File: config.mk
export PLATFORM = sky130hd
export DESIGN_NAME = display_spi_queue_flat
export DESIGN_NICKNAME = d
export VERILOG_FILES = /design/src/rtl/display_spi_queue_pkg.sv /design/src/rtl/display_spi_queue_if.sv /design/src/rtl/display_spi_queue_fifo.sv /design/src/rtl/display_spi_queue.sv /design/src/flat_wrapper.sv
export SDC_FILE = /design/constraint.sdc
export NUM_CORES = 1
export LEC_CHECK = 0
export ABC_AREA = 0
export CAP_MARGIN = 20
export CORE_ASPECT_RATIO = 0.7
export CORE_UTILIZATION = 40
export CTS_CLUSTER_SIZE = 16
export DETAILED_ROUTE_END_ITERATION = 10
export SLEW_MARGIN = 20
export SYNTH_ARGS = -nofsm -noshare
export SYNTH_HDL_FRONTEND = slang
export SYNTH_HIERARCHICAL = 1
export SYNTH_SLANG_ARGS = --single-unit
export TNS_END_PERCENT = 20
File: constraint.sdc
create_clock -name clk -period 6.62 [get_ports clk]
set_input_delay 0.993 -clock clk [delete_from_list [all_inputs] [get_ports clk]]
set_output_delay 0.993 -clock clk [all_outputs]
set_load 0.005 [all_outputs]
File: src/rtl/display_spi_queue_pkg.sv
// Shared definitions for the display SPI queue: CSR field positions,
// status bit positions, FSM state encoding and SCLK half-period helper.
package display_spi_pkg;

  localparam int unsigned CSR_W      = 32;

  // GPIO_OUT write fields
  localparam int unsigned FLUSH_BIT  = 31;
  localparam int unsigned CTRL_BIT   = 30;
  localparam int unsigned CS_LSB     = 26;
  localparam int unsigned CS_W       = 3;
  localparam int unsigned LAST_BIT   = 25;
  localparam int unsigned DC_BIT     = 24;
  localparam int unsigned CTRL_RESETN_BIT = 0;
  localparam int unsigned CTRL_VP_BIT     = 1;

  // status word fields
  localparam int unsigned ST_OVF_BIT   = 31;
  localparam int unsigned ST_VP_BIT    = 30;
  localparam int unsigned ST_NRST_BIT  = 29;
  localparam int unsigned ST_BUSY_BIT  = 28;
  localparam int unsigned ST_FULL_BIT  = 27;
  localparam int unsigned ST_EMPTY_BIT = 26;
  localparam int unsigned ST_LEVEL_W   = 16;

  typedef enum logic [2:0] {
    S_IDLE,
    S_SETUP,
    S_SHIFT,
    S_HOLD,
    S_WAIT,
    S_GAP
  } spi_state_t;

  // clk cycles per SCLK half period, never less than one
  function automatic int unsigned calc_half(input int unsigned clk_rate,
                                            input int unsigned spi_rate);
    int unsigned h;
    h = clk_rate / (2 * spi_rate);
    return (h == 0) ? 1 : h;
  endfunction

endpackage

File: src/rtl/display_spi_queue_if.sv
// CSR-side bus of the display SPI queue: write data, write strobe, status.
interface display_spi_queue_if;
  import display_spi_pkg::*;

  logic [CSR_W-1:0] GPIO_OUT;
  logic             csrStrobe;
  logic [CSR_W-1:0] status;

  modport master (output GPIO_OUT, output csrStrobe, input  status);
  modport slave  (input  GPIO_OUT, input  csrStrobe, output status);
endinterface

File: src/rtl/display_spi_queue_fifo.sv
// First-word-fall-through FIFO with level/full/empty and synchronous flush.
// Pushes while full are ignored here; the caller tracks overflow.
module display_spi_fifo #(
  parameter int unsigned DW = 13,
  parameter int unsigned AW = 4
) (
  input  logic          clk,
  input  logic          rst_n,
  input  logic          i_push,
  input  logic [DW-1:0] i_wdata,
  input  logic          i_pop,
  input  logic          i_flush,
  output logic [DW-1:0] o_rdata,
  output logic [AW:0]   o_level,
  output logic          o_full,
  output logic          o_empty
);

  localparam int unsigned DEPTH = 2 ** AW;

  logic [DW-1:0] r_mem [DEPTH];
  logic [AW-1:0] r_wptr;
  logic [AW-1:0] r_rptr;
  logic [AW:0]   r_level;
  logic          w_wr;
  logic          w_rd;

  assign o_full  = (r_level == (AW+1)'(DEPTH));
  assign o_empty = (r_level == '0);
  assign o_level = r_level;
  assign o_rdata = r_mem[r_rptr];

  assign w_wr = i_push & ~o_full  & ~i_flush;
  assign w_rd = i_pop  & ~o_empty & ~i_flush;

  // storage array, no reset needed
  always_ff @(posedge clk) begin
    if (w_wr) r_mem[r_wptr] <= i_wdata;
  end

  // pointers and occupancy
  always_ff @(posedge clk or negedge rst_n) begin
    if (!rst_n) begin
      r_wptr  <= '0;
      r_rptr  <= '0;
      r_level <= '0;
    end else if (i_flush) begin
      r_wptr  <= '0;
      r_rptr  <= '0;
      r_level <= '0;
    end else begin
      if (w_wr) r_wptr <= r_wptr + AW'(1);
      if (w_rd) r_rptr <= r_rptr + AW'(1);
      case ({w_wr, w_rd})
        2'b10:   r_level <= r_level + (AW+1)'(1);
        2'b01:   r_level <= r_level - (AW+1)'(1);
        default: r_level <= r_level;
      endcase
    end
  end

endmodule

File: src/rtl/display_spi_queue.sv
// Register-driven SPI display controller: CSR writes are queued in a FIFO
// and shifted out MSB first on a write-only mode-0 SPI bus with per-word
// chip select, D/C, back-to-back bursts, flush and panel power/reset control.
// Optional: `define DISPLAY_SPI_QUEUE_AUTO_RESET_EN adds a post-reset panel
// reset sequencer that holds RESETN low for 10 us and inhibits FIFO pops.
module display_spi_queue
  import display_spi_pkg::*;
#(
  parameter int unsigned CLK_RATE   = 100000000,
  parameter int unsigned SPI_RATE   = 10000000,
  parameter int unsigned DATA_WIDTH = 8,
  parameter int unsigned FIFO_AW    = 4,
  parameter int unsigned NUM_CS     = 1,
  parameter string       DEBUG      = "false"
) (
  input  logic                 clk,
  input  logic                 rst_n,
  display_spi_queue_if.slave   csr,
  output logic                 SPI_CLK,
  output logic [NUM_CS-1:0]    SPI_CSN,
  output logic                 SPI_D_CN,
  output logic                 SPI_DOUT,
  output logic                 VP_ENABLE,
  output logic                 RESETN
);

  localparam int unsigned HALF = calc_half(CLK_RATE, SPI_RATE);
  localparam int unsigned CW   = $clog2(2 * HALF);
  localparam int unsigned BW   = $clog2(2 * DATA_WIDTH);
  localparam int unsigned WW   = DATA_WIDTH + 2 + CS_W;
  localparam logic [CW-1:0] C_HALF_END = CW'(HALF - 1);
  localparam logic [CW-1:0] C_GAP_END  = CW'(2 * HALF - 1);
  localparam logic [BW-1:0] C_BIT_END  = BW'(2 * DATA_WIDTH - 1);

  // ---------------- CSR decode ----------------
  logic          w_flush;
  logic          w_ctrl;
  logic          w_push;
  logic [WW-1:0] w_push_word;
  logic          w_unused;

  assign w_flush = csr.csrStrobe &  csr.GPIO_OUT[FLUSH_BIT];
  assign w_ctrl  = csr.csrStrobe & ~csr.GPIO_OUT[FLUSH_BIT] &  csr.GPIO_OUT[CTRL_BIT];
  assign w_push  = csr.csrStrobe & ~csr.GPIO_OUT[FLUSH_BIT] & ~csr.GPIO_OUT[CTRL_BIT];
  assign w_push_word = {csr.GPIO_OUT[CS_LSB +: CS_W], csr.GPIO_OUT[LAST_BIT],
                        csr.GPIO_OUT[DC_BIT], csr.GPIO_OUT[DATA_WIDTH-1:0]};
  assign w_unused = ^csr.GPIO_OUT;

  // ---------------- FIFO ----------------
  logic          w_pop;
  logic [WW-1:0] w_head;
  logic [FIFO_AW:0] w_level;
  logic          w_full;
  logic          w_empty;

  display_spi_fifo #(
    .DW (WW),
    .AW (FIFO_AW)
  ) u_fifo (
    .clk     (clk),
    .rst_n   (rst_n),
    .i_push  (w_push),
    .i_wdata (w_push_word),
    .i_pop   (w_pop),
    .i_flush (w_flush),
    .o_rdata (w_head),
    .o_level (w_level),
    .o_full  (w_full),
    .o_empty (w_empty)
  );

  logic [CS_W-1:0]       w_head_cs;
  logic                  w_head_last;
  logic                  w_head_dc;
  logic [DATA_WIDTH-1:0] w_head_data;

  assign w_head_cs   = w_head[WW-1 -: CS_W];
  assign w_head_last = w_head[DATA_WIDTH+1];
  assign w_head_dc   = w_head[DATA_WIDTH];
  assign w_head_data = w_head[DATA_WIDTH-1:0];

  // ---------------- panel reset sequencer / control ----------------
  logic w_seq_active;

`ifdef DISPLAY_SPI_QUEUE_AUTO_RESET_EN
  localparam int unsigned SEQ_CYC = (CLK_RATE / 100000 == 0) ? 1 : CLK_RATE / 100000;
  localparam int unsigned SW      = $clog2(SEQ_CYC + 1);
  localparam logic        RESETN_INIT = 1'b1;

  logic          r_seq_active;
  logic [SW-1:0] r_seq_cnt;

  // hold the panel in reset for 10 us after rst_n releases
  always_ff @(posedge clk or negedge rst_n) begin
    if (!rst_n) begin
      r_seq_active <= 1'b1;
      r_seq_cnt    <= '0;
    end else if (r_seq_active) begin
      if (r_seq_cnt == SW'(SEQ_CYC - 1)) r_seq_active <= 1'b0;
      else                               r_seq_cnt    <= r_seq_cnt + SW'(1);
    end
  end

  assign w_seq_active = r_seq_active;
`else
  localparam logic RESETN_INIT = 1'b0;
  assign w_seq_active = 1'b0;
`endif

  logic r_resetn;
  logic r_vpen;
  logic r_ovf;

  // control writes; while the sequencer runs they are held and take effect at its end
  always_ff @(posedge clk or negedge rst_n) begin
    if (!rst_n) begin
      r_resetn <= RESETN_INIT;
      r_vpen   <= 1'b0;
    end else if (w_ctrl) begin
      r_resetn <= csr.GPIO_OUT[CTRL_RESETN_BIT];
      r_vpen   <= csr.GPIO_OUT[CTRL_VP_BIT];
    end
  end

  assign RESETN    = r_resetn & ~w_seq_active;
  assign VP_ENABLE = r_vpen   & ~w_seq_active;

  // sticky overflow: a push into a full FIFO is lost even if a pop coincides
  always_ff @(posedge clk or negedge rst_n) begin
    if (!rst_n)                r_ovf <= 1'b0;
    else if (w_flush)          r_ovf <= 1'b0;
    else if (w_push && w_full) r_ovf <= 1'b1;
  end

  // ---------------- shifter FSM ----------------
  spi_state_t r_state, w_nxt_state;
  logic [CW-1:0]         r_cnt,   w_nxt_cnt;
  logic [BW-1:0]         r_bit,   w_nxt_bit;
  logic                  r_act,   w_nxt_act;
  logic [CS_W-1:0]       r_cs,    w_nxt_cs;
  logic                  r_last,  w_nxt_last;
  logic [DATA_WIDTH-1:0] r_shreg, w_nxt_shreg;
  logic [NUM_CS-1:0]     w_nxt_csn;
  logic                  w_nxt_sclk;
  logic                  w_nxt_dc;
  logic                  r_flush_pend;
  logic                  w_half_end;
  logic                  w_head_ok;
  logic                  w_same_cs;
  (* mark_debug = DEBUG *) logic              r_sclk;
  (* mark_debug = DEBUG *) logic              r_dc;
  (* mark_debug = DEBUG *) logic [NUM_CS-1:0] r_csn;

  assign w_half_end = (r_cnt == C_HALF_END);
  assign w_head_ok  = ~w_empty & ~w_seq_active;
  assign w_same_cs  = (w_head_cs == r_cs);

  // next-state and datapath next values; any pop loads the head word and enters SETUP
  always_comb begin
    w_nxt_state = r_state;
    w_nxt_cnt   = r_cnt;
    w_nxt_bit   = r_bit;
    w_nxt_sclk  = r_sclk;
    w_nxt_act   = r_act;
    w_nxt_cs    = r_cs;
    w_nxt_last  = r_last;
    w_nxt_dc    = r_dc;
    w_nxt_shreg = r_shreg;
    w_pop       = 1'b0;

    case (r_state)
      S_IDLE: begin
        if (w_head_ok) w_pop = 1'b1;
      end
      S_SETUP: begin
        if (w_half_end) begin
          w_nxt_cnt   = '0;
          w_nxt_bit   = '0;
          w_nxt_state = S_SHIFT;
        end else begin
          w_nxt_cnt = r_cnt + CW'(1);
        end
      end
      S_SHIFT: begin
        if (w_half_end) begin
          w_nxt_cnt  = '0;
          w_nxt_sclk = ~r_sclk;
          if (r_sclk) w_nxt_shreg = r_shreg << 1;
          if (r_bit == C_BIT_END) w_nxt_state = S_HOLD;
          else                    w_nxt_bit   = r_bit + BW'(1);
        end else begin
          w_nxt_cnt = r_cnt + CW'(1);
        end
      end
      S_HOLD: begin
        if (w_half_end) begin
          w_nxt_cnt = '0;
          if (r_last || r_flush_pend || w_flush) begin
            w_nxt_state = S_GAP;
            w_nxt_act   = 1'b0;
          end else if (!w_empty) begin
            if (w_same_cs && w_head_ok) begin
              w_pop = 1'b1;
            end else begin
              w_nxt_state = S_GAP;
              w_nxt_act   = 1'b0;
            end
          end else begin
            w_nxt_state = S_WAIT;
          end
        end else begin
          w_nxt_cnt = r_cnt + CW'(1);
        end
      end
      S_WAIT: begin
        w_nxt_cnt = '0;
        if (r_flush_pend || w_flush) begin
          w_nxt_state = S_GAP;
          w_nxt_act   = 1'b0;
        end else if (!w_empty) begin
          if (w_same_cs && w_head_ok) begin
            w_pop = 1'b1;
          end else begin
            w_nxt_state = S_GAP;
            w_nxt_act   = 1'b0;
          end
        end
      end
      S_GAP: begin
        // a queued word starts straight from the end of GAP so the CSN-high
        // time is exactly 2*HALF; otherwise fall back to IDLE
        if (r_cnt == C_GAP_END) begin
          w_nxt_cnt = '0;
          if (w_head_ok) w_pop = 1'b1;
          else           w_nxt_state = S_IDLE;
        end else begin
          w_nxt_cnt = r_cnt + CW'(1);
        end
      end
      default: begin
        w_nxt_state = S_IDLE;
        w_nxt_act   = 1'b0;
      end
    endcase

    if (w_pop) begin
      w_nxt_state = S_SETUP;
      w_nxt_cnt   = '0;
      w_nxt_sclk  = 1'b0;
      w_nxt_act   = 1'b1;
      w_nxt_cs    = w_head_cs;
      w_nxt_last  = w_head_last;
      w_nxt_dc    = w_head_dc;
      w_nxt_shreg = w_head_data;
    end

    for (int unsigned i = 0; i < NUM_CS; i++) begin
      w_nxt_csn[i] = ~(w_nxt_act && (w_nxt_cs == CS_W'(i)));
    end
  end

  // FSM and SPI output registers
  always_ff @(posedge clk or negedge rst_n) begin
    if (!rst_n) begin
      r_state <= S_IDLE;
      r_cnt   <= '0;
      r_bit   <= '0;
      r_sclk  <= 1'b0;
      r_act   <= 1'b0;
      r_cs    <= '0;
      r_last  <= 1'b0;
      r_dc    <= 1'b0;
      r_shreg <= '0;
      r_csn   <= '1;
    end else begin
      r_state <= w_nxt_state;
      r_cnt   <= w_nxt_cnt;
      r_bit   <= w_nxt_bit;
      r_sclk  <= w_nxt_sclk;
      r_act   <= w_nxt_act;
      r_cs    <= w_nxt_cs;
      r_last  <= w_nxt_last;
      r_dc    <= w_nxt_dc;
      r_shreg <= w_nxt_shreg;
      r_csn   <= w_nxt_csn;
    end
  end

  // flush seen mid-transfer: finish the current word, then release CSN
  always_ff @(posedge clk or negedge rst_n) begin
    if (!rst_n)
      r_flush_pend <= 1'b0;
    else if (w_nxt_state == S_IDLE || w_nxt_state == S_GAP)
      r_flush_pend <= 1'b0;
    else if (w_flush && r_state != S_IDLE && r_state != S_GAP)
      r_flush_pend <= 1'b1;
  end

  assign SPI_CLK  = r_sclk;
  assign SPI_CSN  = r_csn;
  assign SPI_D_CN = r_dc;
  assign SPI_DOUT = r_shreg[DATA_WIDTH-1];

  // ---------------- status word ----------------
  logic [CSR_W-1:0] w_status;

  // status assembled from registered state
  always_comb begin
    w_status               = '0;
    w_status[ST_OVF_BIT]   = r_ovf;
    w_status[ST_VP_BIT]    = VP_ENABLE;
    w_status[ST_NRST_BIT]  = ~RESETN;
    w_status[ST_BUSY_BIT]  = (r_state != S_IDLE) | w_seq_active;
    w_status[ST_FULL_BIT]  = w_full;
    w_status[ST_EMPTY_BIT] = w_empty;
    w_status[ST_LEVEL_W-1:0] = ST_LEVEL_W'(w_level);
  end

  assign csr.status = w_status;

endmodule
File: src/flat_wrapper.sv
// flat-port wrapper written by rule: the top's interface ports become plain ports
module display_spi_queue_flat import display_spi_pkg::*;
#(
  parameter int unsigned CLK_RATE   = 100000000,
  parameter int unsigned SPI_RATE   = 10000000,
  parameter int unsigned DATA_WIDTH = 8,
  parameter int unsigned FIFO_AW    = 4,
  parameter int unsigned NUM_CS     = 1,
  parameter string       DEBUG      = "     "
)
  (clk, rst_n, SPI_CLK, SPI_CSN, SPI_D_CN, SPI_DOUT, VP_ENABLE, RESETN, csr_GPIO_OUT, csr_csrStrobe, csr_status);
  display_spi_queue_if csr_i ();
  input  logic clk;
  input  logic rst_n;
  output logic SPI_CLK;
  output logic [NUM_CS-1:0] SPI_CSN;
  output logic SPI_D_CN;
  output logic SPI_DOUT;
  output logic VP_ENABLE;
  output logic RESETN;
  input wire logic [$bits(csr_i.GPIO_OUT)-1:0] csr_GPIO_OUT;
  input wire logic [$bits(csr_i.csrStrobe)-1:0] csr_csrStrobe;
  output wire logic [$bits(csr_i.status)-1:0] csr_status;
  assign csr_i.GPIO_OUT = csr_GPIO_OUT;
  assign csr_i.csrStrobe = csr_csrStrobe;
  assign csr_status = csr_i.status;
  display_spi_queue #(.CLK_RATE(CLK_RATE), .SPI_RATE(SPI_RATE), .DATA_WIDTH(DATA_WIDTH), .FIFO_AW(FIFO_AW), .NUM_CS(NUM_CS), .DEBUG(DEBUG)) u_core (.clk(clk), .rst_n(rst_n), .csr(csr_i), .SPI_CLK(SPI_CLK), .SPI_CSN(SPI_CSN), .SPI_D_CN(SPI_D_CN), .SPI_DOUT(SPI_DOUT), .VP_ENABLE(VP_ENABLE), .RESETN(RESETN));
endmodule
# [Word level (Yosys, flattened, before mapping)]
# Memory sizes are Yosys's and may differ from the RTL's.
# Index checks and enable logic that the tools add are counted.
[op_classes] div=0 reduce_logical=29 mux=56 n_lt_le_gt_ge=0 eq_ne=17 mul=0 addsub=6 bitwise_logic=16 shifts=0
[op_table] cell="4-bit two-way mux" n=10
[op_table] cell="3-bit two-way mux" n=13
[op_table] cell="8-bit two-way mux" n=4
[op_table] cell="1-bit two-way mux" n=22
[op_table] cell="3-bit one-hot mux with 6 select lines" n=1
[op_table] cell="4-bit by 1-bit adder with 4-bit output (second input constant)" n=4
[op_table] cell="2-bit nonzero test" n=8
[op_table] cell="4-bit one-hot mux with 3 select lines" n=1
[op_table] cell="5-bit one-hot mux with 2 select lines" n=1
[op_table] cell="3-bit == test (second input constant)" n=3
[op_table] cell="3-bit zero test" n=3
[op_table] cell="1-bit AND" n=8
[op_table] cell="4-bit == test (second input constant)" n=2
[op_table] cell="1-bit NOT" n=8
[op_table] cell="4-bit one-hot mux with 2 select lines" n=1
[op_table] cell="3-bit by 2-bit == test with 1-bit output (second input constant)" n=2
[op_table] cell="3-bit nonzero test" n=2
[op_table] cell="5-bit by 1-bit adder with 5-bit output (second input constant)" n=1
[op_table] cell="5-bit == test (second input constant)" n=1
[op_table] cell="1-bit logical AND" n=5
[op_table] cell="5-bit zero test" n=1
[op_table] cell="5-bit two-way mux" n=1
[op_table] cell="5-bit by 1-bit subtractor with 5-bit output (second input constant)" n=1
[op_table] cell="4-bit by 3-bit == test with 1-bit output (second input constant)" n=1
[op_table] cell="16 further kinds" n=20
[word_totals] elab_cells=142 input_bits=35 ff_bits=44 latchBits=0 mem_bits_rw=208 rom_bits=0 mem_count=1
[mem_list] memory="u_core.u_fifo.r_mem" depth=16 width=13 read_ports=1 rd_clocked_by_memory_dff=0 wr=1 line_no="display_spi_queue_fifo.sv:21" text="logic [DW-1:0] r_mem [DEPTH];"

# [Longest topological paths before layout]
[depth] depth_word=13 mapped_depth=23 ltp_nobuf=19

# [Hierarchy]
# Netlist, hierarchy kept.
[modules_own_cells] module="display_spi_fifo" instances=1 area_each_um2=8908.5 seq_area_each_um2=6571.3 cells_per_inst=505
[modules_own_cells] module="display_spi_queue" instances=1 area_each_um2=1968.1 seq_area_each_um2=777.0 cells_per_inst=206

# [Worst setup path before layout]
# No wires, ideal clock.
[synth_timing] path_kind="reg-to-reg" start="register u_core.u_fifo.r_rptr[0]" end="register u_core.u_fifo.r_level[4], in the netlist u_core/u_fifo/o_level[4]" period_less_slack_ns=4.331 arrival_ns=4.253 path_stages_with_launch=21 required_ns=6.542 path_slack_ns=2.289 n_path_buf=4 cell_sequence="dfrtp_1 > buf_2 > buf_2 > mux4_2 > a22oi_1 > nand2_1 > xnor2_1 > nand4_1 > a2111o_1 > o221a_4 > clkinv_2 > buf_8 > buf_8 > o21a_1 > nand2_1 > fa_1 > nand2b_1 > a21oi_1 > mux2i_1 > a32oi_1 > a21oi_1"
[synth_via] elab_chain_cells=13
[synth_lines] element="start, declared" line_no="display_spi_queue_fifo.sv:23" text="logic [AW-1:0] r_rptr;"
[synth_lines] element="start signal, assigned" line_no="display_spi_queue_fifo.sv:53" text="if (w_rd) r_rptr <= r_rptr + AW'(1);"
[synth_lines] element="memory read 16 x 13 bit *"
[synth_lines] element="net u_core.w_head[11]" line_no="display_spi_queue.sv:51" text="logic [WW-1:0] w_head;"
[synth_lines] element="3-bit == test *" line_no="display_spi_queue.sv:156" text="assign w_same_cs = (w_head_cs == r_cs);"
[synth_lines] element="1-bit logical AND *" line_no="display_spi_queue.sv:202, display_spi_queue.sv:221"
[synth_lines] element="1-bit two-way mux *" line_no="display_spi_queue.sv:202, display_spi_queue.sv:221"
[synth_lines] element="1-bit two-way mux *" line_no="display_spi_queue.sv:201" text="end else if (!w_empty) begin"
[synth_lines] element="1-bit two-way mux" line_no="display_spi_queue.sv:198" text="if (r_last || r_flush_pend || w_flush) begin"
[synth_lines] element="1-bit two-way mux" line_no="display_spi_queue.sv:196" text="if (w_half_end) begin"
[synth_lines] element="1-bit one-hot mux with 4 select lines *" line_no="display_spi_queue.sv:171" text="case (r_state)"
[synth_lines] element="net u_core.w_pop" line_no="display_spi_queue.sv:50" text="logic w_pop;"
[synth_lines] element="1-bit AND * (2 in a row)" line_no="display_spi_queue_fifo.sv:34" text="assign w_rd = i_pop & ~o_empty & ~i_flush;"
[synth_lines] element="2-bit by 1-bit == test with 1-bit output or 2-bit == test (tied branches)" line_no="display_spi_queue_fifo.sv:54" text="case ({w_wr, w_rd})"
[synth_lines] element="5-bit one-hot mux with 2 select lines" line_no="display_spi_queue_fifo.sv:54"
[synth_lines] element="5-bit two-way mux" line_no="display_spi_queue_fifo.sv:47" text="end else if (i_flush) begin"
[synth_lines] element="end signal, assigned" line_no="display_spi_queue_fifo.sv:55" text="2'b10: r_level <= r_level + (AW+1)'(1);"
[synth_lines] element="end signal, assigned" line_no="display_spi_queue_fifo.sv:56" text="2'b01: r_level <= r_level - (AW+1)'(1);"
[synth_lines] element="end signal, assigned" line_no="display_spi_queue_fifo.sv:57" text="default: r_level <= r_level;"
[synth_lines] element="end, declared" line_no="display_spi_queue_fifo.sv:24" text="logic [AW:0] r_level;"
# The timed path passes the listed nets; every way through them passes the cells marked *.
# A chain may end at the register's enable or synchronous reset.

# [Worst setup path after layout]
[layout_timing] start="register u_core.u_fifo.r_rptr[2]" end="register u_core.u_fifo.r_level[4], in the netlist u_core/u_fifo/o_level[4]"
[layout_via] elab_chain_cells=13
[layout_lines] element="memory read 16 x 13 bit *"
[layout_lines] element="net u_core.w_head[12]" line_no="display_spi_queue.sv:51"
[layout_lines] element="3-bit == test *" line_no="display_spi_queue.sv:156"
[layout_lines] element="1-bit logical AND *" line_no="display_spi_queue.sv:202, display_spi_queue.sv:221"
[layout_lines] element="1-bit two-way mux *" line_no="display_spi_queue.sv:202, display_spi_queue.sv:221"
[layout_lines] element="1-bit two-way mux *" line_no="display_spi_queue.sv:201"
[layout_lines] element="1-bit two-way mux" line_no="display_spi_queue.sv:198"
[layout_lines] element="1-bit two-way mux" line_no="display_spi_queue.sv:196"
[layout_lines] element="1-bit one-hot mux with 4 select lines *" line_no="display_spi_queue.sv:171"
[layout_lines] element="1-bit AND * (2 in a row)" line_no="display_spi_queue_fifo.sv:34"
[layout_lines] element="2-bit by 1-bit == test with 1-bit output or 2-bit == test (tied branches)" line_no="display_spi_queue_fifo.sv:54"
[layout_lines] element="5-bit one-hot mux with 2 select lines" line_no="display_spi_queue_fifo.sv:54"
[layout_lines] element="5-bit two-way mux" line_no="display_spi_queue_fifo.sv:47"
# Marked as above.

==> metrics.yaml <==
status: "finished, final reports clean"
synth-seq-cells: 252
fin_crit_sh_pct: 81.8
tns_ps: 0
synthArstFlopShare_pct: 17.5
die_w_microns: 199
grt_usage_pct: 16.9
setup_viol: 0
grt_overflow: 0
nets: 789
drcViolationCount: 0
final.min_clock_period_ps: 5420
drt_first_iter_violations: 586
final_common_cell: "edfxtp_1"
dr_total_vias: 6058
num_io_pins: 73
p_leak_nw: 4.13
mostFrequentLayoutCells: "edfxtp_1 (208), nand2_1 (48), dfrtp_1 (42), mux2i_1 (42), o21ai_0 (36)"
path_max_fanout: 17
power_density_nw_per_um2: 263
die_height_microns: 140
initial_core_util_pct: 40.7
power_mw: 3.23
critPathRequiredTime_ps: 7050
worst_slew_pin_slew_ps: 1140
final_core_util_pct: 45.9
irDropWorstVdd_mv: 0.161
drt.antenna.violating_nets: 0
dieArea_sq_um: 27900
ys.warnings.count: 6
cp-end-kind: "flop"
core_area_sq_um: 26700
relSlewSlack_pct: 23.6
wl_met1_mm: 10.7
path_clk_slew_ps: 60
grt_max_degree: 50
cts_buffers: 24
ys.flop_type: "edfxtp_1"
clockBufferDepth: 3
dr_wl_met3_mm: 1.42
drv_slew: 0
ctsHtreeMaxLevel: 1
synth_area_sq_um: 10900
worstPathArrival_ps: 5840
ctsRootBufferMaster: "clkbuf_16"
dr.pass1.iters: 5
antenna_found_initial: 0
drive_above_1_share_pct: 16.7
cp_cell_sequence: "nand2_1 > o21ai_0 > a21oi_1 > o21ai_0 > nand2_1 > xnor2_1 > nand4_1 > a2111o_1 > o221a_4 > clkinv_2 > o21a_1 > nand2_1 > fa_1 > nand2b_1 > a21oi_1 > mux2i_1 > a32oi_1 > a21oi_1"
min_path_type: "input pin to async pin"
cts_sinks: 252
yosysSeqAreaShare_pct: 67.6
cts_tree: "built"
clk_latency_ps: 510
n_antenna_cell: 0
grt_pass1_vias: 5989
dr.max_layer_used: "met4"
vias_per_cell: 5.39
area_growth_syn_to_layout_pct: 12.7
fill_cells: 2327
hold_viol_final: 0
max_freq_mhz: 185
slowest_delay_ps: 850
row_count: 50
wire_per_inst_microns: 20.4
cts_setup_buffers: 0
drt_wl_total_mm: 23.0
syn_avg_cell_area_sq_um: 15.3
yosysUniqueCellTypes: 61
rsz0062_at_grt: "false"
startpoint: "u_core/u_fifo/r_rptr[2]"
finClkSkew_ps: 15.6
maxCapViolations: 0
grt_pass1_wl_mm: 35.0
place_hpwl_mm: 14.1
slowest_stage: "dfrtp_1"
place.gp.congestion: 0.852
cts.repair.resized: 0
rr_startpoint: "u_core/u_fifo/r_rptr[2]"
startpoint_type: "flop"
synth_edf_count: 208
fin_hold_ws_ps: 477
wl_met2_mm: 10.5
hold_buffers: 0
synthCells: 711
port_buffers: 34
path_class: "flop to flop"
[area by class of cell]
type                       instances  area (sq um)  area share, %
multi-input combinational        406          3240           26.5
tap                              364           455           3.72
clock inverter                    14          77.6          0.633
timing repair buffer              45           424           3.46
inverter                          12          46.3          0.378
sequential                       252          7350           60.0
clock buffer                      30           654           5.34
[worst paths after layout]
| kind | to | slack (ps) | depth (start not counted) |
|---|---|---|---|
| max | u_core/u_fifo/o_level[4] | 1200 | 18 |
| min | u_core/r_shreg[5] | 480 | 1 |
| max reg2reg | u_core/u_fifo/o_level[4] | 1200 | 18 |
| min reg2reg | u_core/r_shreg[2] | 480 | 1 |
| max in group asynchronous | u_core/u_fifo/r_rptr[0] | 5690 | 1 |
| min in group clk | u_core/r_shreg[2] | 480 | 1 |
[report_power, final]
group	switching, mW	leakage (nW)	internal, mW
registers	0.0239	2.45	1.74
clock network	0.565	0.365	0.704
logic	0.105	1.32	0.0897
[registers in the layout, summed over array words and instances, names as in the netlist]
register / cells
u_core/r_act: 1
u_core/u_fifo/r_rptr: 4
u_core/r_cnt: 4
u_core/r_state: 3
u_core/SPI_CLK: 1
u_core/u_fifo/r_wptr: 4
u_core/SPI_CSN: 1
u_core/r_ovf: 1
u_core/VP_ENABLE: 1
u_core/u_fifo/r_mem: 208
u_core/RESETN: 1
u_core/SPI_D_CN: 1
u_core/u_fifo/o_level: 5
u_core/r_shreg: 8
u_core/r_flush_pend: 1
u_core/r_last: 1
u_core/r_bit: 4
u_core/r_cs: 3
[worst max-delay path: cells and delay by family, from the launching register on]
kind / cells / cell delay, ps
and+or+nand+nor: 5 / 1290
xor gates and xnor gates: 1 / 300
muxes: 1 / 240
adders and majority gates: 1 / 410
DFF: 1 / 850
AOI/OAI and AO/OA: 9 / 2150
buffers and inverters: 1 / 70
[routing by layer]
metal	vias to the layer above	global-route usage, %
met3	25	2.89
li1	2756	-
met1	3082	25.4
met5	-	0
met2	195	25.6
met4	0	3.64
[cells in the mapped netlist (3+ instances only)]
| cell | count | share of area, % |
|---|---|---|
| mux2_2 | 22 | 2.3 |
| o21ai_0 | 36 | 1.7 |
| dfrtp_1 | 43 | 9.9 |
| clkbuf_1 | 15 | 0.52 |
| buf_2 | 11 | 0.51 |
| nand3_1 | 5 | 0.23 |
| a21oi_1 | 26 | 1.2 |
| nor2b_1 | 7 | 0.40 |
| and3_1 | 3 | 0.17 |
| mux2i_1 | 42 | 3.9 |
| a31oi_1 | 3 | 0.17 |
| inv_1 | 11 | 0.38 |
| a21o_1 | 7 | 0.48 |
| a221oi_1 | 13 | 1.0 |
| nand3b_1 | 6 | 0.41 |
| mux4_2 | 26 | 5.4 |
| ha_1 | 12 | 1.4 |
| nand2b_1 | 6 | 0.35 |
| edfxtp_1 | 208 | 57 |
| a22oi_1 | 13 | 0.90 |
| nor2_1 | 37 | 1.3 |
| xor2_1 | 10 | 0.81 |
| buf_4 | 30 | 2.1 |
| a22o_1 | 5 | 0.40 |
| nand4b_1 | 3 | 0.24 |
| nor3_1 | 9 | 0.41 |
| nand2_1 | 48 | 1.7 |
| nand4_1 | 5 | 0.29 |
| xnor2_1 | 6 | 0.48 |
[cells by family after synthesis]
group	count (synthesis)	synth area share, %
mux	93	11.9
buf+inv	73	3.98
compound gates	120	7.34
flops	252	67.6
xor+xnor	16	1.29
other cells	1	0.0345
fa+ha+maj	13	1.56
simple gates	143	6.33
[through the flow]
stage | instance area (sq um) | worst slack, ps | cells
2_1_floorplan | 11000 | 2290 | 731
3_3_place_gp | 11500 | 1550 | 1078
3_5_place_dp | 11500 | 1340 | 1078
4_1_cts | 12200 | 1290 | 1122
5_1_grt | 12300 | 950 | 1123
6_report | 12300 | 1200 | 1123
(Power assumes the default switching activity.)
